$ cat src/rtl/alu_pkg.sv
// Shared ALU definitions: op codes (also used by ALU control), FSM states and width defaults.
package alu_pkg;

  localparam int ALU_DATA_WIDTH  = 32;
  localparam int ALU_SHAMT_WIDTH = 5;

  localparam logic [3:0] ALU_ADD = 4'b0000;
  localparam logic [3:0] ALU_SUB = 4'b0001;
  localparam logic [3:0] ALU_AND = 4'b0010;
  localparam logic [3:0] ALU_OR  = 4'b0011;
  localparam logic [3:0] ALU_XOR = 4'b0100;
  localparam logic [3:0] ALU_LUI = 4'b0101;
  localparam logic [3:0] ALU_SRL = 4'b0110;
  localparam logic [3:0] ALU_SLL = 4'b0111;

  typedef enum logic {
    ST_IDLE  = 1'b0,
    ST_SHIFT = 1'b1
  } state_t;

endpackage

$ cat src/rtl/alu_serial_shifter.sv
// One-bit-per-clock shifter: load acc/cnt/direction, then shift once per edge until cnt hits 0.
module alu_serial_shifter #(
  parameter int DATA_WIDTH  = 32,
  parameter int SHAMT_WIDTH = 5
) (
  input  logic                   clk,
  input  logic                   reset,
  input  logic                   load_i,
  input  logic                   dir_left_i,
  input  logic [DATA_WIDTH-1:0]  a_i,
  input  logic [SHAMT_WIDTH-1:0] shamt_i,
  output logic                   done_o,
  output logic [DATA_WIDTH-1:0]  result_o
);

  logic [DATA_WIDTH-1:0]  acc_reg;
  logic [DATA_WIDTH-1:0]  acc_next;
  logic [SHAMT_WIDTH-1:0] cnt_reg;
  logic                   dir_left_reg;

  assign acc_next = dir_left_reg ? {acc_reg[DATA_WIDTH-2:0], 1'b0}
                                 : {1'b0, acc_reg[DATA_WIDTH-1:1]};

  always_ff @(posedge clk or negedge reset) begin
    if (!reset) begin
      acc_reg      <= '0;
      cnt_reg      <= '0;
      dir_left_reg <= 1'b0;
    end else if (load_i) begin
      acc_reg      <= a_i;
      cnt_reg      <= shamt_i;
      dir_left_reg <= dir_left_i;
    end else if (cnt_reg != '0) begin
      acc_reg <= acc_next;
      cnt_reg <= cnt_reg - SHAMT_WIDTH'(1);
    end
  end

  // done marks the edge on which cnt goes 1->0; result_o is the value acc takes on that edge
  assign done_o   = (cnt_reg == SHAMT_WIDTH'(1));
  assign result_o = acc_next;

endmodule

$ cat src/rtl/alu_multicycle_exec.sv
// Multicycle ALU execute stage with start/ready/valid handshake; shifts are serial unless
// ALU_BARREL_SHIFT_EN is defined, which swaps in a single-cycle barrel shifter.
module alu_multicycle_exec
  import alu_pkg::*;
#(
  parameter int DATA_WIDTH  = ALU_DATA_WIDTH,
  parameter int SHAMT_WIDTH = ALU_SHAMT_WIDTH
) (
  input  logic                  clk,
  input  logic                  reset,
  input  logic                  start_i,
  input  logic [3:0]            ALU_Operation_i,
  input  logic [DATA_WIDTH-1:0] A_i,
  input  logic [DATA_WIDTH-1:0] B_i,
  output logic                  ready_o,
  output logic                  valid_o,
  output logic [DATA_WIDTH-1:0] ALU_Result_o,
  output logic                  Zero_o
);

  logic [SHAMT_WIDTH-1:0] shamt;
  logic [DATA_WIDTH-1:0]  single_result;
  logic                   accept;
  logic                   valid_reg;
  logic                   zero_reg;
  logic [DATA_WIDTH-1:0]  result_reg;

  assign shamt  = B_i[SHAMT_WIDTH-1:0];
  assign accept = start_i && ready_o;

  always_comb begin
    single_result = '0;
    case (ALU_Operation_i)
      ALU_ADD: single_result = A_i + B_i;
      ALU_SUB: single_result = A_i - B_i;
      ALU_AND: single_result = A_i & B_i;
      ALU_OR:  single_result = A_i | B_i;
      ALU_XOR: single_result = A_i ^ B_i;
      ALU_LUI: single_result = B_i;
`ifdef ALU_BARREL_SHIFT_EN
      ALU_SRL: single_result = A_i >> shamt;
      ALU_SLL: single_result = A_i << shamt;
`else
      // only reached with shamt==0; non-zero amounts go through the serial shifter
      ALU_SRL: single_result = A_i;
      ALU_SLL: single_result = A_i;
`endif
      default: single_result = '0;
    endcase
  end

`ifdef ALU_BARREL_SHIFT_EN

  assign ready_o = 1'b1;

  always_ff @(posedge clk or negedge reset) begin
    if (!reset) begin
      valid_reg  <= 1'b0;
      result_reg <= '0;
      zero_reg   <= 1'b1;
    end else begin
      valid_reg <= 1'b0;
      if (accept) begin
        result_reg <= single_result;
        zero_reg   <= (single_result == '0);
        valid_reg  <= 1'b1;
      end
    end
  end

`else

  state_t                state_reg;
  logic                  ready_reg;
  logic                  is_shift;
  logic                  shift_load;
  logic                  shift_done;
  logic [DATA_WIDTH-1:0] shift_result;

  assign is_shift   = (ALU_Operation_i == ALU_SRL) || (ALU_Operation_i == ALU_SLL);
  assign shift_load = accept && is_shift && (shamt != '0);
  assign ready_o    = ready_reg;

  alu_serial_shifter #(
    .DATA_WIDTH  (DATA_WIDTH),
    .SHAMT_WIDTH (SHAMT_WIDTH)
  ) u_shifter (
    .clk        (clk),
    .reset      (reset),
    .load_i     (shift_load),
    .dir_left_i (ALU_Operation_i == ALU_SLL),
    .a_i        (A_i),
    .shamt_i    (shamt),
    .done_o     (shift_done),
    .result_o   (shift_result)
  );

  always_ff @(posedge clk or negedge reset) begin
    if (!reset) begin
      state_reg  <= ST_IDLE;
      ready_reg  <= 1'b1;
      valid_reg  <= 1'b0;
      result_reg <= '0;
      zero_reg   <= 1'b1;
    end else begin
      case (state_reg)
        ST_IDLE: begin
          valid_reg <= 1'b0;
          if (shift_load) begin
            state_reg <= ST_SHIFT;
            ready_reg <= 1'b0;
          end else if (accept) begin
            result_reg <= single_result;
            zero_reg   <= (single_result == '0);
            valid_reg  <= 1'b1;
          end
        end
        ST_SHIFT: begin
          valid_reg <= 1'b0;
          if (shift_done) begin
            result_reg <= shift_result;
            zero_reg   <= (shift_result == '0);
            valid_reg  <= 1'b1;
            ready_reg  <= 1'b1;
            state_reg  <= ST_IDLE;
          end
        end
        default: begin
          state_reg <= ST_IDLE;
          ready_reg <= 1'b1;
          valid_reg <= 1'b0;
        end
      endcase
    end
  end

`endif

  assign valid_o      = valid_reg;
  assign ALU_Result_o = result_reg;
  assign Zero_o       = zero_reg;

endmodule

$ cat config.mk
export PLATFORM = sky130hd
export DESIGN_NAME = alu_multicycle_exec
export DESIGN_NICKNAME = d
export VERILOG_FILES = /design/src/rtl/alu_pkg.sv /design/src/rtl/alu_serial_shifter.sv /design/src/rtl/alu_multicycle_exec.sv
export SDC_FILE = /design/constraint.sdc
export NUM_CORES = 1
export LEC_CHECK = 0
export CAP_MARGIN = 20
export CORE_UTILIZATION = 50
export CTS_CLUSTER_DIAMETER = 30
export DETAILED_ROUTE_END_ITERATION = 16
export GPL_TIMING_DRIVEN = 0
export HOLD_SLACK_MARGIN = 0.03
export PLACE_DENSITY = 0.73
export SLEW_MARGIN = 20
export SYNTH_ARGS = -nofsm -noshare
export SYNTH_HDL_FRONTEND = slang
export SYNTH_SLANG_ARGS = --single-unit
$ cat constraint.sdc
create_clock -name clk -period 6.95 [get_ports clk]
set_input_delay 1.0425 -clock clk [delete_from_list [all_inputs] [get_ports clk]]
set_output_delay 1.0425 -clock clk [all_outputs]
set_load 0.03 [all_outputs]
# Word level (Yosys, flattened, before mapping)
# Index checks and enable logic that the tools add are counted.
# word_totals
regBits	74
inputBits	71
output_inout_bits	35
word_cells	64
# classes
addsub	3
eq_ne	12
muxes	24
bitwise	4
reduce_logical	13
# op_table
cell	n
case mux 32 bit (7 select lines)	1
two-way mux 32 bit	6
logical NOT 32 bit	2
case mux 32 bit (2 select lines)	1
adder 32 bit	1
bitwise AND 32 bit	1
OR 32 bit	1
subtractor 32 bit	1
XOR 32 bit	1
equality test 4 x 3 -> 1 bit (second input constant)	4
two-way mux 1 bit	10
two-way mux 5 bit	2
nonzero test 5 bit	2
equality test 4 x 2 -> 1 bit (second input constant)	2
case mux 1 bit (2 select lines)	4
inequality test 2 bit (second input constant)	3
equality test 5 x 1 -> 1 bit (second input constant)	1
subtractor 5 x 1 -> 5 bit (second input constant)	1
equality test 4 x 1 -> 1 bit (second input constant)	1
logical NOT 4 bit	1
logical AND 1 bit	3
AND reduction 3 bit	1
inequality test 2 x 1 -> 1 bit (second input constant)	1
AND reduction 2 bit	1
other kinds (4)	4

# Longest topological paths before layout
# Gate-level depths: netlist (run 1).
# depth
depth_word	7
ltp_mapped	22
ltp_nobuf	21

# By module
# Synthesis (run 1) repeated with hierarchy kept, for this count alone.
# hier_totals
hier_cells	1124
hier_area_um2	8949.8
# by_module_without_submodules
mod	instances	cells_each	area_each_um2	seq_area_each_um2
alu_multicycle_exec	1	918	6749.0	903.4
alu_serial_shifter	1	206	2200.9	950.9

# Worst setup path before layout (run 1)
# No wires, ideal clock.
# synth_path
kind	input-to-reg
startpoint	in ALU_Operation_i[3]
endpoint	reg zero_reg, in the netlist Zero_o
setup_time_ps	86
arrival_time_ps	5196
t_required_ps	6864
setup_slack_ps	1668
stages	20
path_buffers	4
cell_sequence	clkbuf_1 > nor3_1 > clkbuf_1 > buf_6 > nand2_1 > clkbuf_1 > nand2_1 > o21ai_0 > fa_1 > nor2b_1 > o2111ai_1 > a21oi_1 > a31oi_1 > o41a_1 > xor2_1 > o21ai_0 > or4_4 > nor3_2 > nand4_1 > o31ai_2
# synth_between
elab_chain_len	7
word_cells_on_any_way	19
classes_between	8 x eq/ne; 4 x mux; 7 x reduce/logical
# synth_rtl
element	line_no	rtl
start, declared	alu_multicycle_exec.sv:12	input logic [3:0] ALU_Operation_i,
equality test 4 x 3 -> 1 bit	alu_multicycle_exec.sv:33, alu_multicycle_exec.sv:80	
OR reduction 2 bit (no line)	--	
case mux 32 bit (7 select lines)	alu_multicycle_exec.sv:33	case (ALU_Operation_i)
logical NOT 32 bit	alu_multicycle_exec.sv:114	zero_reg <= (single_result == '0);
two-way mux 1 bit	alu_multicycle_exec.sv:112	end else if (accept) begin
two-way mux 1 bit	alu_multicycle_exec.sv:109	if (shift_load) begin
case mux 1 bit (2 select lines)	alu_multicycle_exec.sv:106	case (state_reg)
end signal, assigned	alu_multicycle_exec.sv:114	
end signal, assigned	alu_multicycle_exec.sv:122	zero_reg <= (shift_result == '0);
end, declared	alu_multicycle_exec.sv:25	logic zero_reg;
# Several ways; a longest one is shown, not always the timed one. The select of a mux whose other input is x is not followed.
# A chain may end at the register's enable or synchronous reset.

# Worst setup path in the final report (run 1)
# Same ends and word-level chain as after synthesis.

==> implementation parameters, run 1 <==
Parameter                              Value

Run status
  Run status    complete, no violations

Floorplanning
  Top Ports    between 100 and 150
  Starting Density    51.48%
  Area of the core region    approximately 17,000 um2
  Total die area    17,660 um2
  Width of the chip    132.9 um
  Number of rows in the core area    47
  Die Height    132.9 um

GRT
  Via count of the first global-routing pass    8,245
  Initial antenna violation count    0
  Residual overflow from global routing    0
  Largest net degree at the start of global routing    42
  Overall track demand over capacity in global routing    between 30% and 40%
  First-pass GRT wire length    44,670 um

Timing
  Final number of max-transition violations    0
  Number of setup violations in the final report    0
  Final hold viol count    0
  Setup repair after global routing missed its margin    no
  Tightest slew margin relative to the limit    37.45%
  Actual slew at the worst max-slew pin    0.9363 ns
  Final total negative setup slack    0 ns
  Worst Hold Margin    approximately 0.51 ns
  Maximum clock skew at final layout    0.005457 ns
  Maximum clock frequency    roughly 0.16 GHz
  Final period util    just over 90%
  Shortest period the worst path allows    6.448 ns

Clock tree
  Htree depth    3
  Clock net sink count    74
  Maximum buffer depth of the clock tree    2
  Number of buffers inserted by hold repair at cts    0
  Insertion delay of the later-clocked pin in the worst-skew pair    0.34 ns
  CTS buffer count    9
  Clock tree from TritonCTS    built
  Root buffer cell    sky130_fd_sc_hd__clkbuf_16
  Clk pin slew, worst setup/hold paths    about 0.050 ns

Pwr
  Part of the total power dissipated in combinational logic    between 60% and 70%
  Sequential group share of total power    26.0%
  Clk network pwr share    13.3%
  Switching pwr    1.408 mW
  Internal power    roughly 1.6 mW
  Worst IR Drop VDD    around 250 uV
  Total power per unit cell area    296.6 nW/um2
  Pwr Total    a little over 3 mW
  P_leak    4.442 nW
  Net switching share of the total power    46.63%

Critical path
  Start point of the critical path    ALU_Operation_i[3]
  Worst stage delay on the critical path    ~0.53 ns
  CP delay by family, top    simple AND/OR/NAND/NOR gates
  Type of origin of the critical path    primary input
  Source of the worst register-to-register timing path    u_shifter.dir_left_reg
  Critical Path Slowest Stage Cell    sky130_fd_sc_hd__nor3_4
  Ordered cell list for the critical path    clkdlybuf4s50_1 > clkbuf_1 > nor3_4 > clkbuf_2 > buf_6 > nand2_1 > clkbuf_1 > nand2_1 > o21ai_0 > fa_1 > nor2b_1 > o2111ai_1 > a21oi_1 > a31oi_1 > o41a_1 > xor2_1 > o21ai_0 > or4_4 > nor3_2 > nand4_1 > o31ai_2
  Arrival @ worst endpoint    about 6.7 ns
  Peak fanout along the critical path    10
  Crit path buffers/inverters    5
  Kind of critical path    in -> reg
  Setup crit end kind    register
  Data required time at the worst endpoint    7.20 ns

Route
  First-iteration detailed-routing DRC count    845
  Residual antenna-violating net count after detailed routing    0
  1st-pass router iterations    8
  Via density per instance    6.028
  Post-Route WL    28,530 um
  Total DRC errors in the routed layout    0
  Vias    between 8,000 and 9,000
  Routed len/inst    around 19 um

Synth
  Distinct cell type count of the synthesized netlist    80
  Synthesis-stage register bit count    74
  Warnings, synthesis    0
  Dominant register cell in the synthesized netlist    sky130_fd_sc_hd__dfrtp_1
  Cell area after technology mapping    8568 um2
  Synth Instances    1,124
  Post-synthesis average cell area    roughly 7.6 um2
  Synthesized Nets    between 1,000 and 1,500
  Seq/Total Area, Yosys    21.64%
  Proportion of synthesized flip-flops having asynchronous set or reset    100.0%
  Number of enable-type register cells in the synthesized netlist    0

Placed design
  Half-perimeter wire length after detailed placement    23,170 um
  Port Buffers    104
  Placer congestion estimate    0.9133
  Placed cell areas    between 9000 and 10,000 um2

Cells and area
  Final cell area excluding filler cells    10,180 um2
  Most used cells in the layout excluding fill and tap cells    123 x sky130_fd_sc_hd__nand2_1, 110 x sky130_fd_sc_hd__a21oi_1, 104 x sky130_fd_sc_hd__nor2_1
  Share of cells above drive strength 1    approximately 5.7%
  Area added between synthesis and finish    18.81%
  Post-layout net count    1,413
  Most common library cell in the layout ignoring fill and taps    sky130_fd_sc_hd__nand2_1
  Number of diodes    0

Hold path
  Hold Crit Start    ready_o
  Min-Delay Path Class    reg -> reg

Job
  Max capacitance violation total    0
==> cell families (layout without fill, tap and decap cells) <==
family,after synthesis,count (layout),synth area share [%]
xor gates and xnor gates,54,54,5.520
AOI/OAI and AO/OA,358,358,26.45
adders and majority gates,101,101,14.84
muxes,49,49,5.885
DFF,74,74,21.64
buffers and inverters,148,269,7.097
and+or+nand+nor,340,340,18.57
==> routing by layer <==
layer / global-route usage [%] / vias to the layer above / part of all wire, %
li1: - / 4250 / -
met1: 45.93 / 4163 / 45
met2: 51.25 / 373 / 44
met3: 4.789 / 45 / 8.1
met4: 10.47 / 0 / 2.5
met5: 0 / - / 0
==> power groups by stage <==
| stage | Clock, mW | Sequential (mW) | Combinational [mW] |
|---|---|---|---|
| 4_1_cts | 0.409 | 0.780 | 1.81 |
| 3_3_place_gp | 0 | 0.781 | 1.77 |
| 2_1_floorplan | 0 | 0.957 | 1.02 |
| 3_5_place_dp | 0 | 0.787 | 1.80 |
| 5_1_grt | 0.427 | 0.809 | 2.00 |
| 6_report | 0.403 | 0.784 | 1.83 |
==> Yosys cell counts, drive strengths merged, types with 3 or more instances <==
cell type / number / area, um2
a31oi: 8 / 50.05
dfrtp: 72 / 1802
nor2: 105 / 401.6
and2: 6 / 41.29
and3: 3 / 18.77
inv: 78 / 292.8
o2111ai: 3 / 26.28
buf: 17 / 111.4
o31ai: 12 / 118.9
a211oi: 12 / 90.09
o41ai: 5 / 51.30
nor2b: 13 / 83.83
o21ai: 108 / 555.5
a22o: 9 / 78.83
nor3b: 6 / 45.04
o211ai: 8 / 60.06
nand2: 123 / 461.7
mux2i: 38 / 380.4
a21oi: 111 / 559.3
o21a: 6 / 45.04
nand2b: 7 / 43.79
clkbuf: 53 / 203.9
a221oi: 15 / 131.4
nor4: 6 / 43.79
xor2: 10 / 87.58
mux2: 11 / 123.9
a21boi: 3 / 22.52
nand4: 24 / 150.1
or3: 6 / 42.54
nand3: 13 / 70.07
nor3: 17 / 95.09
xnor2: 44 / 385.4
o21bai: 5 / 37.54
a21o: 7 / 52.55
a221o: 4 / 40.04
a211o: 4 / 35.03
or4: 4 / 37.53
a22oi: 22 / 165.2
ha: 100 / 1251
==> per-stage QoR <==
stage / utilization, % / setup WS [ns] / std cells
finish: 61.17 / 0.5019 / 1465
global route: 61.17 / 0.1214 / 1465
CTS: 61.12 / 0.2388 / 1465
detailed placement: 59.60 / -0.1070 / 1450
global placement: 59.39 / -0.5781 / 1448
floorplan: - / 1.668 / 1124
==> final timing paths <==
path                            slack [ns]  cells past startpoint                    to
worst max-delay path                  0.50                     21                Zero_o
worst min-delay path                  0.51                      2               ready_o
worst max register to register        3.73                      8                Zero_o
worst min register to register        0.51                      2               ready_o
max in group asynchronous             5.69                      2                Zero_o
min in group asynchronous             0.64                      1  u_shifter.cnt_reg[2]
==> timing repair <==
| item | in CTS | in global routing |
|---|---|---|
| resized for setup | 0 | 3 |
| setup endpoints to repair | 0 | 3 |
| buffers inserted | 0 | 0 |
==> final cells by class <==
type,instances,area (um2)
clock inverter,4,20.02
buffer,70,316.6
timing repair buffer,106,1066
fill,1558,6462
tap,220,275.3
multi-input combinational,902,6122
inverter,78,292.8
clock buffer,11,232.7
sequential,74,1854
==> worst register-to-register path, cell delays in order (launching register included) <==
cell	delay (ns)
sky130_fd_sc_hd__dfrtp_1	0.33
sky130_fd_sc_hd__clkbuf_1	0.31
sky130_fd_sc_hd__clkbuf_1	0.61
sky130_fd_sc_hd__mux2i_1	0.53
sky130_fd_sc_hd__nand4_1	0.15
sky130_fd_sc_hd__or4_1	0.54
sky130_fd_sc_hd__o41ai_1	0.41
sky130_fd_sc_hd__o21ai_0	0.17
sky130_fd_sc_hd__o31ai_2	0.09
(Power assumes the default switching activity.)
==> run 2: changes to the inputs <==
--- a/config.mk
+++ b/config.mk
@@ -8,5 +8,5 @@
 export CAP_MARGIN = 20
 export CORE_UTILIZATION = 50
-export CTS_CLUSTER_DIAMETER = 30
+export CTS_CLUSTER_DIAMETER = 40
 export DETAILED_ROUTE_END_ITERATION = 16
 export GPL_TIMING_DRIVEN = 0
==> constraint.sdc (replaced) <==
create_clock -name clk -period 7.05 [get_ports clk]
set_input_delay 1.0575 -clock clk [delete_from_list [all_inputs] [get_ports clk]]
set_output_delay 1.0575 -clock clk [all_outputs]
set_load 0.1 [all_outputs]
==> run 2 against run 1 <==
  * Via count grew 0.36%
  * First-iteration DRC count grew 0.95%
  * Design area is essentially flat
  * Non-clock buffer count is the same
  * Clock power shrank 1%
==> implementation parameters, run 2 (synthesis results as in run 1) <==
Parameter                              Value

Run status
  Run status    complete, no violations

Clock tree
  Insertion delay of the later-clocked pin in the worst-skew pair    0.34 ns (about the same)
  Root buffer cell    sky130_fd_sc_hd__clkbuf_16
  CTS buffer count    9 (unchanged)
  Maximum buffer depth of the clock tree    2 (unchanged)
  Clock net sink count    74 (unchanged)
  Clock tree from TritonCTS    built
  Clk pin slew, worst setup/hold paths    0.05 ns (about the same)
  Postcts setup bufs    0 (unchanged)
  Number of buffers inserted by hold repair at cts    0 (unchanged)
  Resize count post-CTS    0 (unchanged)
  Htree depth    3 (unchanged)

Timing
  Tightest slew margin relative to the limit    34.24% (-3.2 points)
  Number of setup violations in the final report    0 (unchanged)
  Final period util    94.44%
  Shortest period the worst path allows    between 6 and 7 ns
  Worst Hold Margin    0.5102 ns (+0.0001260 ns)
  Final number of max-transition violations    0 (unchanged)
  Final hold viol count    0 (unchanged)
  Setup repair after global routing missed its margin    no
  Actual slew at the worst max-slew pin    0.9834 ns (+0.04712 ns)
  Final total negative setup slack    0 ns (unchanged)
  Maximum clock skew at final layout    0.005578 ns (+0.0001216 ns)
  Maximum clock frequency    0.1502 GHz

Critical path
  Capturing point of the worst reg2reg path    Zero_o
  Type of origin of the critical path    primary input
  Reg2Reg Setup Slack    3.83 ns (+0.10 ns)
  Peak fanout along the critical path    10 (unchanged)
  Data required time at the worst endpoint    7.31 ns (+0.11 ns)
  Start point of the critical path    ALU_Operation_i[3]
  R2R cell count    8 (unchanged)
  Arrival @ worst endpoint    6.91 ns (+0.21 ns)
  Setup crit end kind    register
  Source of the worst register-to-register timing path    u_shifter.dir_left_reg
  Kind of critical path    in -> reg

Pwr
  Internal power    1.586 mW (-1.6%)
  P_leak    4.439 nW (about the same)
  Clk network pwr share    11.4% (-1.9 points)
  Net switching share of the total power    54.81% (+8.2 points)
  Switching pwr    1.924 mW (+37%)
  Total power per unit cell area    344.8 nW/um2 (+16%)
  Part of the total power dissipated in combinational logic    66.6% (+5.9 points)
  Worst IR Drop VDD    358.3 uV (+45%)
  Sequential group share of total power    22.0% (-4.0 points)
  Pwr Total    3.509 mW (+16%)

Route
  Post-Route WL    28,550 um (about the same)
  Total DRC errors in the routed layout    0 (unchanged)
  1st-pass router iterations    5 (-3)
  Via density per instance    6.050 (+0.36%)
  Vias    8,863 (+0.36%)
  Routed len/inst    19.49 um (about the same)
  Residual antenna-violating net count after detailed routing    0 (unchanged)
  First-iteration detailed-routing DRC count    853 (+0.95%)

Floorplanning
  Starting Density    51.48% (unchanged)
  Area of the core region    16,640 um2 (unchanged)
  Top Ports    106 (unchanged)
  Number of rows in the core area    47 (unchanged)
  Die Height    132.9 um (unchanged)
  Total die area    17,660 um2 (unchanged)
  Width of the chip    132.9 um (unchanged)

Cells and area
  Area added between synthesis and finish    18.79% (about the same)
  Post-layout net count    1,413 (unchanged)
  Final design utilization    61.16% (about the same)
  Number of diodes    0 (unchanged)
  Most common library cell in the layout ignoring fill and taps    sky130_fd_sc_hd__nand2_1
  Most used cells in the layout excluding fill and tap cells    123 x sky130_fd_sc_hd__nand2_1, 110 x sky130_fd_sc_hd__a21oi_1, 104 x sky130_fd_sc_hd__nor2_1
  Share of cells above drive strength 1    5.622% (-0.080 points)

GRT
  Initial antenna violation count    0 (unchanged)
  Via count of the first global-routing pass    8,245 (unchanged)
  Largest net degree at the start of global routing    42 (unchanged)
  First-pass GRT wire length    44,670 um (unchanged)
  Residual overflow from global routing    0 (unchanged)
  Overall track demand over capacity in global routing    32.67% (unchanged)

Placed design
  Port Buffers    104 (unchanged)
  Half-perimeter wire length after detailed placement    23,170 um (unchanged)
  Placer congestion estimate    0.9133 (unchanged)

Hold path
  Cell depth of the worst min-delay path    2 (unchanged)
  Hold Crit Start    ready_o
  Min-Delay Path Class    reg -> reg
  Worst Hold Path EP    ready_o

Job
  Max capacitance violation total    0 (unchanged)
run 2: changes by cell type in the layout (fill, tap and decap cells not counted):
| cell | before | now |
|---|---|---|
| sky130_fd_sc_hd__clkbuf_2 | 2 | 1 |
| sky130_fd_sc_hd__clkbuf_1 | 52 | 53 |
run 2: worst max path at each step:
| stage | endpoint | slack, ns | depth (start not counted) |
|---|---|---|---|
| global placement | Zero_o | -0.49 | 21 |
| finish | Zero_o | 0.39 | 21 |
| detailed placement | Zero_o | -0.02 | 21 |
| CTS | Zero_o | 0.32 | 21 |
| global route | Zero_o | 0.001 | 21 |
| floorplan | Zero_o | 1.75 | 20 |
run 2: stage by stage:
stage / setup slack, ns / instance area (um2) / instances
2_1_floorplan: 1.753 / 8568 / 1124
3_3_place_gp: -0.4931 / 9884 / 1448
3_5_place_dp: -0.02197 / 9920 / 1450
4_1_cts: 0.3238 / 10170 / 1465
5_1_grt: 0.001182 / 10180 / 1465
6_report: 0.3917 / 10180 / 1465
run 2: cell type report:
type | count | area [um2]
clock buffers | 11 | 232.7
flip-flops and latches | 74 | 1854
multi-input cells | 902 | 6122
plain buffers | 70 | 315.3
well taps | 220 | 275.3
clock inverters | 4 | 20.02
inverters | 78 | 292.8
fillers | 1559 | 6464
repair buffers | 106 | 1066
run 2: power by group through the flow:
stage | registers (mW) | logic (mW) | clock network (mW)
floorplan | 1.46 | 1.01 | 0
CTS | 0.769 | 2.31 | 0.403
global route | 0.797 | 2.50 | 0.421
global placement | 0.770 | 2.28 | 0
detailed placement | 0.776 | 2.30 | 0
finish | 0.772 | 2.34 | 0.398
run 2: worst max-delay path, cell delays in order:
cell and delay, ns:
sky130_fd_sc_hd__clkdlybuf4s50_1 0.45, sky130_fd_sc_hd__clkbuf_1 0.31, sky130_fd_sc_hd__nor3_4 0.53, sky130_fd_sc_hd__clkbuf_1 0.53, sky130_fd_sc_hd__buf_6 0.24, sky130_fd_sc_hd__nand2_1 0.07
sky130_fd_sc_hd__clkbuf_1 0.27, sky130_fd_sc_hd__nand2_1 0.12, sky130_fd_sc_hd__o21ai_0 0.14, sky130_fd_sc_hd__fa_1 0.51, sky130_fd_sc_hd__nor2b_1 0.18, sky130_fd_sc_hd__o2111ai_1 0.15
sky130_fd_sc_hd__a21oi_1 0.29, sky130_fd_sc_hd__a31oi_1 0.22, sky130_fd_sc_hd__o41a_1 0.46, sky130_fd_sc_hd__xor2_1 0.20, sky130_fd_sc_hd__o21ai_0 0.21, sky130_fd_sc_hd__or4_4 0.53
sky130_fd_sc_hd__nor3_2 0.11, sky130_fd_sc_hd__nand4_1 0.12, sky130_fd_sc_hd__o31ai_2 0.20
run 2: metal layers:
layer	share of wire, %	vias up	global-route usage [%]	wire [um]
li1	-	4250	-	-
met1	45	4188	45.93	12970
met4	2.5	0	10.47	714
met3	7.7	37	4.789	2192
met5	0	-	0	0
met2	44	388	51.25	12670
